File: config.mk
export PLATFORM = sky130hd
export DESIGN_NAME = simon_key_sched
export DESIGN_NICKNAME = d
export VERILOG_FILES = /design/src/rtl/simon_key_sched.sv
export SDC_FILE = /design/constraint.sdc
export NUM_CORES = 1
export LEC_CHECK = 0
export CAP_MARGIN = 20
export CORE_MARGIN = 5
export CORE_UTILIZATION = 58
export DETAILED_ROUTE_END_ITERATION = 10
export DONT_BUFFER_PORTS = 1
export PLACE_DENSITY = 0.82
export RECOVER_POWER = 25
export SYNTH_ARGS = -nofsm -noshare
export SYNTH_HDL_FRONTEND = slang
export SYNTH_SLANG_ARGS = --single-unit
export TNS_END_PERCENT = 20
File: constraint.sdc
create_clock -name clk -period 7.4 [get_ports clk]
set_clock_uncertainty 0.05 [all_clocks]
set_input_delay 0.74 -clock clk [delete_from_list [all_inputs] [get_ports clk]]
set_output_delay 0.74 -clock clk [all_outputs]
set_load 0.01 [all_outputs]
File: src/rtl/simon_key_sched.sv
// SIMON 32/64 key-expansion engine: expands a 4-word master key into T round keys and
// streams them forward or reverse. Optional macro SIMON_KS_ZEROIZE_EN clears key slots.
module simon_key_sched #(
    parameter int          N     = 16,
    parameter int          M     = 4,
    parameter int          T     = 32,
    parameter logic [61:0] Z_SEQ = 62'b11111010001001010110000111001101111101000100101011000011100110
) (
    input  logic           clk,
    input  logic           rst_n,
    input  logic [M*N-1:0] key_in,
    input  logic           key_valid,
    output logic           key_ready,
    output logic           keys_ok,
    input  logic           start,
    input  logic           dir,
    output logic [N-1:0]   rk_data,
    output logic [4:0]     rk_idx,
    output logic           rk_valid,
    input  logic           rk_ready,
    output logic           rk_last
);

    typedef enum logic [1:0] {
        IDLE   = 2'd0,
        EXPAND = 2'd1,
        DONE   = 2'd2,
        STREAM = 2'd3
    } state_t;

    function automatic logic [N-1:0] ror1(input logic [N-1:0] v);
        return {v[0], v[N-1:1]};
    endfunction

    function automatic logic [N-1:0] ror3(input logic [N-1:0] v);
        return {v[2:0], v[N-1:3]};
    endfunction

    state_t         state_r, state_s;
    logic [4:0]     cnt_r, cnt_s;
    logic [4:0]     ptr_r, ptr_s;
    logic           dir_r, dir_s;
    logic           key_ready_r, key_ready_s;
    logic           keys_ok_r, keys_ok_s;
    logic           rk_valid_r, rk_valid_s;
    logic           rk_last_r, rk_last_s;
    logic [N-1:0]   rk_data_r, rk_data_s;
    logic           load_s;
    logic           exp_we_s;
`ifdef SIMON_KS_ZEROIZE_EN
    logic           clr_s;
`endif

    logic [N-1:0]   key_r [T];
    logic [N-1:0]   t_s;
    logic [N-1:0]   exp_key_s;
    logic [5:0]     zidx_s;
    logic           z_s;

    // New key word: ~k[i-4] ^ t ^ (t ror 1) ^ z_(i-4) ^ 3, with t = (k[i-1] ror 3) ^ k[i-3].
    assign t_s       = ror3(key_r[cnt_r - 5'd1]) ^ key_r[cnt_r - 5'd3];
    assign zidx_s    = 6'd61 - {1'b0, cnt_r - 5'd4};
    assign z_s       = Z_SEQ[zidx_s];
    assign exp_key_s = ~key_r[cnt_r - 5'd4] ^ t_s ^ ror1(t_s)
                       ^ {{(N-1){1'b0}}, z_s} ^ {{(N-2){1'b0}}, 2'b11};

    // Next-state and next-output logic for the engine.
    always_comb begin
        state_s     = state_r;
        cnt_s       = cnt_r;
        ptr_s       = ptr_r;
        dir_s       = dir_r;
        key_ready_s = key_ready_r;
        keys_ok_s   = keys_ok_r;
        rk_valid_s  = rk_valid_r;
        rk_last_s   = rk_last_r;
        rk_data_s   = rk_data_r;
        load_s      = 1'b0;
        exp_we_s    = 1'b0;
`ifdef SIMON_KS_ZEROIZE_EN
        clr_s       = 1'b0;
`endif
        case (state_r)
            IDLE: begin
                if (key_valid) begin
                    load_s      = 1'b1;
                    cnt_s       = 5'(M);
                    key_ready_s = 1'b0;
                    state_s     = EXPAND;
                end else begin
                    key_ready_s = 1'b1;
                end
            end
            EXPAND: begin
                exp_we_s = 1'b1;
                if (cnt_r == 5'(T-1)) begin
                    key_ready_s = 1'b1;
                    state_s     = DONE;
                end else begin
                    cnt_s = cnt_r + 5'd1;
                end
            end
            DONE: begin
                // keys_ok rises one cycle after entry; a new key always beats start.
                if (key_valid) begin
                    load_s      = 1'b1;
                    cnt_s       = 5'(M);
                    keys_ok_s   = 1'b0;
                    key_ready_s = 1'b0;
                    state_s     = EXPAND;
                end else if (start && keys_ok_r) begin
                    ptr_s       = dir ? 5'(T-1) : 5'd0;
                    dir_s       = dir;
                    rk_data_s   = key_r[ptr_s];
                    rk_valid_s  = 1'b1;
                    rk_last_s   = 1'b0;
                    key_ready_s = 1'b0;
                    state_s     = STREAM;
                end else begin
                    keys_ok_s = 1'b1;
                end
            end
            STREAM: begin
                if (rk_valid_r && rk_ready) begin
                    if (rk_last_r) begin
                        rk_valid_s  = 1'b0;
                        rk_last_s   = 1'b0;
                        key_ready_s = 1'b1;
                        state_s     = DONE;
`ifdef SIMON_KS_ZEROIZE_EN
                        if (dir_r) begin
                            clr_s     = 1'b1;
                            keys_ok_s = 1'b0;
                            state_s   = IDLE;
                        end else begin
                            keys_ok_s = 1'b1;
                        end
`endif
                    end else begin
                        ptr_s     = dir_r ? (ptr_r - 5'd1) : (ptr_r + 5'd1);
                        rk_data_s = key_r[ptr_s];
                        rk_last_s = (ptr_s == (dir_r ? 5'd0 : 5'(T-1)));
                    end
                end else begin
                    rk_valid_s = rk_valid_r;
                end
            end
            default: begin
                state_s     = IDLE;
                key_ready_s = 1'b1;
                keys_ok_s   = 1'b0;
                rk_valid_s  = 1'b0;
                rk_last_s   = 1'b0;
            end
        endcase
    end

    // Control state and registered stream outputs.
    always_ff @(posedge clk or negedge rst_n) begin
        if (!rst_n) begin
            state_r     <= IDLE;
            cnt_r       <= 5'd0;
            ptr_r       <= 5'd0;
            dir_r       <= 1'b0;
            key_ready_r <= 1'b1;
            keys_ok_r   <= 1'b0;
            rk_valid_r  <= 1'b0;
            rk_last_r   <= 1'b0;
            rk_data_r   <= {N{1'b0}};
        end else begin
            state_r     <= state_s;
            cnt_r       <= cnt_s;
            ptr_r       <= ptr_s;
            dir_r       <= dir_s;
            key_ready_r <= key_ready_s;
            keys_ok_r   <= keys_ok_s;
            rk_valid_r  <= rk_valid_s;
            rk_last_r   <= rk_last_s;
            rk_data_r   <= rk_data_s;
        end
    end

`ifdef SIMON_KS_ZEROIZE_EN
    // Round-key register file, cleared on reset, on key load and after a decrypt stream.
    always_ff @(posedge clk or negedge rst_n) begin
        if (!rst_n) begin
            for (int i = 0; i < T; i++) key_r[i] <= {N{1'b0}};
        end else if (clr_s) begin
            for (int i = 0; i < T; i++) key_r[i] <= {N{1'b0}};
        end else if (load_s) begin
            for (int i = 0; i < T; i++) key_r[i] <= (i < M) ? key_in[i*N +: N] : {N{1'b0}};
        end else if (exp_we_s) begin
            key_r[cnt_r] <= exp_key_s;
        end
    end
`else
    // Round-key register file; contents persist until overwritten.
    always_ff @(posedge clk) begin
        if (load_s) begin
            for (int i = 0; i < M; i++) key_r[i] <= key_in[i*N +: N];
        end else if (exp_we_s) begin
            key_r[cnt_r] <= exp_key_s;
        end
    end
`endif

    assign key_ready = key_ready_r;
    assign keys_ok   = keys_ok_r;
    assign rk_valid  = rk_valid_r;
    assign rk_last   = rk_last_r;
    assign rk_data   = rk_data_r;
    assign rk_idx    = ptr_r;

endmodule

# After elaboration in Yosys (flattened, before gate mapping)
# Memory sizes are Yosys's and may differ from the RTL's.
# Cells that the tools add are included.
dict set report totals {
  regBits 33
  mem_bits_rw 512
  mem_bits_ro 64
  in_bits 70
  out_inout_bits 25
  word_cells 110
  mem_count 2
}
# memory words width read_ports rd_clocked_by_memory_dff wr line_no
set memory_table {}
lappend memory_table {key_r 32 16 5 0 4 54} ;# logic [N-1:0] key_r [T];
lappend memory_table {{(name not given)} 64 1 1 0 0 63} ;# assign z_s = Z_SEQ[zidx_s];
dict set report op_classes {
  add_sub_neg 7
  order_cmp 1
  eq_ne 16
  muxes 53
  n_bitwise 7
  reduce_logical 15
}
# op n
set ops {}
lappend ops {{$mux W16} 5}
lappend ops {{$mux W5} 10}
lappend ops {{$xor A16 B16 Y16} 3}
lappend ops {{$pmux W16 S2} 1}
lappend ops {{$mux W1} 25}
lappend ops {{$pmux W5 S2} 2}
lappend ops {{$ne A2 B2 Y1 const B} 9}
lappend ops {{$not A16 Y16} 1}
lappend ops {{$reduce_or A16 Y1} 1}
lappend ops {{$xor A16 B1 Y16} 1}
lappend ops {{$reduce_and A5 Y1} 3}
lappend ops {{$mux W2} 6}
lappend ops {{$add A5 B1 Y5 const B} 2}
lappend ops {{$sub A5 B1 Y5 const B} 2}
lappend ops {{$pmux W2 S4} 1}
lappend ops {{$reduce_and A4 Y1} 2}
lappend ops {{$lt A6 B7 Y1 const B} 1}
lappend ops {{$reduce_and A3 Y1} 2}
lappend ops {{$sub A6 B5 Y6 const A} 1}
lappend ops {{$eq A5 B5 Y1} 1}
lappend ops {{$eq A5 B5 Y1 const B} 1}
lappend ops {{$sub A5 B2 Y5 const B} 1}
lappend ops {{$sub A5 B3 Y5 const B} 1}
lappend ops {{$eq A2 B2 Y1 const B} 2}
lappend ops {{other kinds (12)} 15}

# Logic depth before layout (Yosys ltp)
# An unclocked memory read counts as a cell.
dict set report depth {
  word_depth 8
  depth_mapped 18
  ltp_nobuf 11
}

# Least setup slack after synthesis
# No wires, ideal clock.
dict set report synth_path {
  kind {flip-flop to flip-flop}
  start {register cnt_r[1]}
  end {memory key_r[0][11], data pin}
  setup_ns 0.139
  arrival_ns 5.091
  required_time_ns 7.211
  path_slack_ns 2.121
  stages_incl_launch_ff 16
  n_path_buf 6
  synth_period_minus_slack_ns 5.279
  cell_sequence {dfrtp_1 buf_2 buf_2 clkinv_1 buf_1 ha_1 inv_2 buf_2 buf_2 clkbuf_1 nand2_1 a32o_1 a221oi_1 xnor2_1 xnor2_1 mux2_2}
}
# item line_no
set synth_rtl {}
lappend synth_rtl {{from (decl)} 40} ;# logic [4:0] cnt_r, cnt_s;
lappend synth_rtl {{from (signal assigned)} 172} ;# cnt_r <= cnt_s;
lappend synth_rtl {{to (decl)} 54}

==> flow_summary.toml <==
[status]
outcome = "complete, but fails checks"
violations = "max-capacitance violations, max-slew violations"

[layout]
seq_area_mm2 = 0.0162
layout.nets = 2246
areaGrowthSynthToFinish_pct = 8.25
drive_gt1_share_pct = 33.9
final_util_pct = 63.6
multi_input_area_mm2 = 0.0179
fillers = 4043

[yosys]
yosysWarnings = 0
synthMuxAreaShare_pct = 38.0
synth-compound-area-share_pct = 4.85
synthSimpleGateAreaFrac_pct = 5.07
synth_edf_count = 512
ys_types = 58
synth_top_area_cell = "edfxtp_1"
yosys.area.top_type_share_pct = 44.2
synth_top_family_by_area = "multiplexers"
seq_area_frac_synth_pct = 46.6
synth_nets = 2299
synth.avg_cell_area_um2 = 15.7
syn_area_mm2 = 0.0348
synth_cells = 2209
synthAdderAreaFrac_pct = 0.741
synth_xor_area_share_pct = 1.83
yosys_register_bits = 545
synth_area_leaders = "edfxtp_1 (44%), mux4_2 (31%), mux2i_1 (4.9%)"
ys_async_sr_fraction_pct = 6.06
synth-main-ff-cell = "edfxtp_1"

[die]
placementRows = 89
initial_core_util_pct = 58.7
die_area_mm2 = 0.0650
die_h_um = 255
pin_count = 95
core_area_mm2 = 0.0592
die_w_um = 255

[drt]
vias_per_cell = 8.49
wire_per_inst_um = 42.7
totalWireLength_mm = 127
dr.pass1.iters = 7
ant_nets = 0
drc_errors = 0
drtIter0Drc = 4879
dr_total_vias = 25300

[clock_network]
cts_setup_buffers = 0
cts_tree = "yes"
insertion_delay_ns = 0.64
clk_pin_slew_ns = 0.07
cts_buffers = 55
root_buffer = "clkbuf_16"
htree_num_levels = 2
clock-sinks = 545
clockBufferDepth = 3
postCtsHoldBufs = 2
cts_resized = 0

[grt]
grt_pass1_vias = 24500
overflow = 0
grt_pass1_wl_mm = 179
grt_antenna_before_repair = 3
grt_use_total_pct = 38.9
grt_max_degree = 119

[worst_hold_path]
hold_class = "input port to register"

[run]
cap_violations = 22

[worst_setup_path]
worst_setup_path_start_kind = "register"
critPathMaxFanout = 36
worstPathArrival_ns = 7.15
critPathCaptureType = "register"
worstSetupPathType = "register to register"
worstPathRequired_ns = 7.84

[placement]
dp_hpwl_mm = 79.5
portBuffers = 0
gp_congestion = 1.12
preCtsSetupSlack_ns = 1.56

[sta]
finalCritPeriodShare_pct = 90.7
fmax_mhz = 149
rsz0062_at_grt = "false"
slew_headroom_pct = -170
timing.final.max_slew_violations = 498
hold_viol = 0
setup_viol = 0
tns_ns = 0
max_slew.worst_pin.slew_ns = 4.04
finalCriticalPeriod_ns = 6.71
timing.final.ws_setup_ns = 0.689
[critical path, cell delays in order, from the launching register on]
cell and delay, ns:
dfrtp_1 1.42, buf_4 0.82, xor2_4 0.81, buf_12 0.37, mux4_2 0.58, a22o_1 0.27, a221oi_1 0.53, xnor2_1 0.30
xnor2_2 0.80, buf_4 0.34, mux2_2 0.17
[layer usage]
| metal | track usage, % | part of all wire (%) | wire [um] |
|---|---|---|---|
| met5 | 0 | 0 | 0 |
| met1 | 47.7 | 30 | 37900 |
| met2 | 55.7 | 43 | 54600 |
| met3 | 17.9 | 18 | 22800 |
| met4 | 26.1 | 9.6 | 12200 |
[sequential cells by signal (all words and copies together) (netlist names), 2 cells and up]
signal and flops:
cnt_r 5, state_r 2, rk_data 16, rk_idx 5, key_r 512
[final timing paths]
check | endpoint | cells past startpoint | startpoint | slack, ns
setup reg to reg | key_r[3][15]$_DFFE_PP_ | 10 | cnt_r[2]$_DFFE_PN0P_ | 0.69
min in group asynchronous | rk_data[11]$_DFFE_PN0P_ | 2 | rst_n | 1.40
max in group asynchronous | cnt_r[1]$_DFFE_PN0P_ | 2 | rst_n | 4.25
hold / removal | cnt_r[3]$_DFFE_PN0P_ | 1 | key_valid | 0.14
setup / recovery | key_r[3][15]$_DFFE_PP_ | 10 | cnt_r[2]$_DFFE_PN0P_ | 0.69
hold reg to reg | rk_idx[2]$_DFFE_PN0P_ | 1 | rk_idx[2]$_DFFE_PN0P_ | 0.55
[cell families after synthesis]
group / after synthesis
mux: 711
flops: 545
simple gates: 421
compound gates: 235
buf+inv: 207
xor+xnor: 70
fa+ha+maj: 20
[metrics by stage]
| step | instance area, um2 | instances | hold WS, ns |
|---|---|---|---|
| 3_5_place_dp | 35900 | 2865 | 0.395 |
| 3_3_place_gp | 35800 | 2861 | 0.395 |
| 6_report | 37700 | 2982 | 0.138 |
| 5_1_grt | 37700 | 2978 | 0.155 |
| 4_1_cts | 37800 | 2970 | 0.136 |
| 2_1_floorplan | 34800 | 2209 | 0.394 |
[cells in the mapped netlist, drive strengths merged (2+ instances only)]
library cell and n:
dfrtp 32, xnor2 50, edfxtp 512, clkbuf 77
or3 4, a21o 4, and3 10, a311oi 4
and2 7, a41oi 5, mux2 58, nor4 10
ha 19, mux2i 172, a22oi 3, o22ai 5
xor2 20, nand4 3, o31ai 3, nand2 265
a211oi 11, a31oi 9, a221oi 13, o21ai 51
a22o 23, nand2b 5, o311a 2, nand3 43
a2111oi 3, mux4 481, buf 117, clkinv 2
nor2b 4, nor2 61, o2111ai 3, inv 11
a32o 8, a32oi 45, nor3 5, nand3b 2
a21oi 39
[cell usage in the layout, fill, tap and decap left out, drive strengths merged, types with 10 or more instances in the layout]
cell type / n
a22o: 23
a211oi: 11
mux2: 58
buf: 71
mux2i: 172
nor2: 61
xor2: 20
mux4: 481
dfrtp: 32
ha: 19
nand3: 43
edfxtp: 512
clkbuf: 76
a32oi: 45
clkinv: 27
a221oi: 13
xnor2: 50
nand2: 265
and3: 10
a21oi: 39
nor4: 10
inv: 12
o21ai: 51
[cell type report]
| class | instances | share of cell area, % |
|---|---|---|
| Inverter | 13 | 0.140 |
| Tap cell | 773 | 2.57 |
| Sequential cell | 545 | 43.0 |
| Clock buffer | 64 | 3.80 |
| Timing Repair Buffer | 84 | 1.96 |
| Antenna cell | 7 | 0.0465 |
| Clock inverter | 39 | 1.00 |
| Multi-Input combinational cell | 1457 | 47.5 |
Power is not shown: default switching activity piles up to over one toggle a cycle in this logic, so the estimate is an artifact.
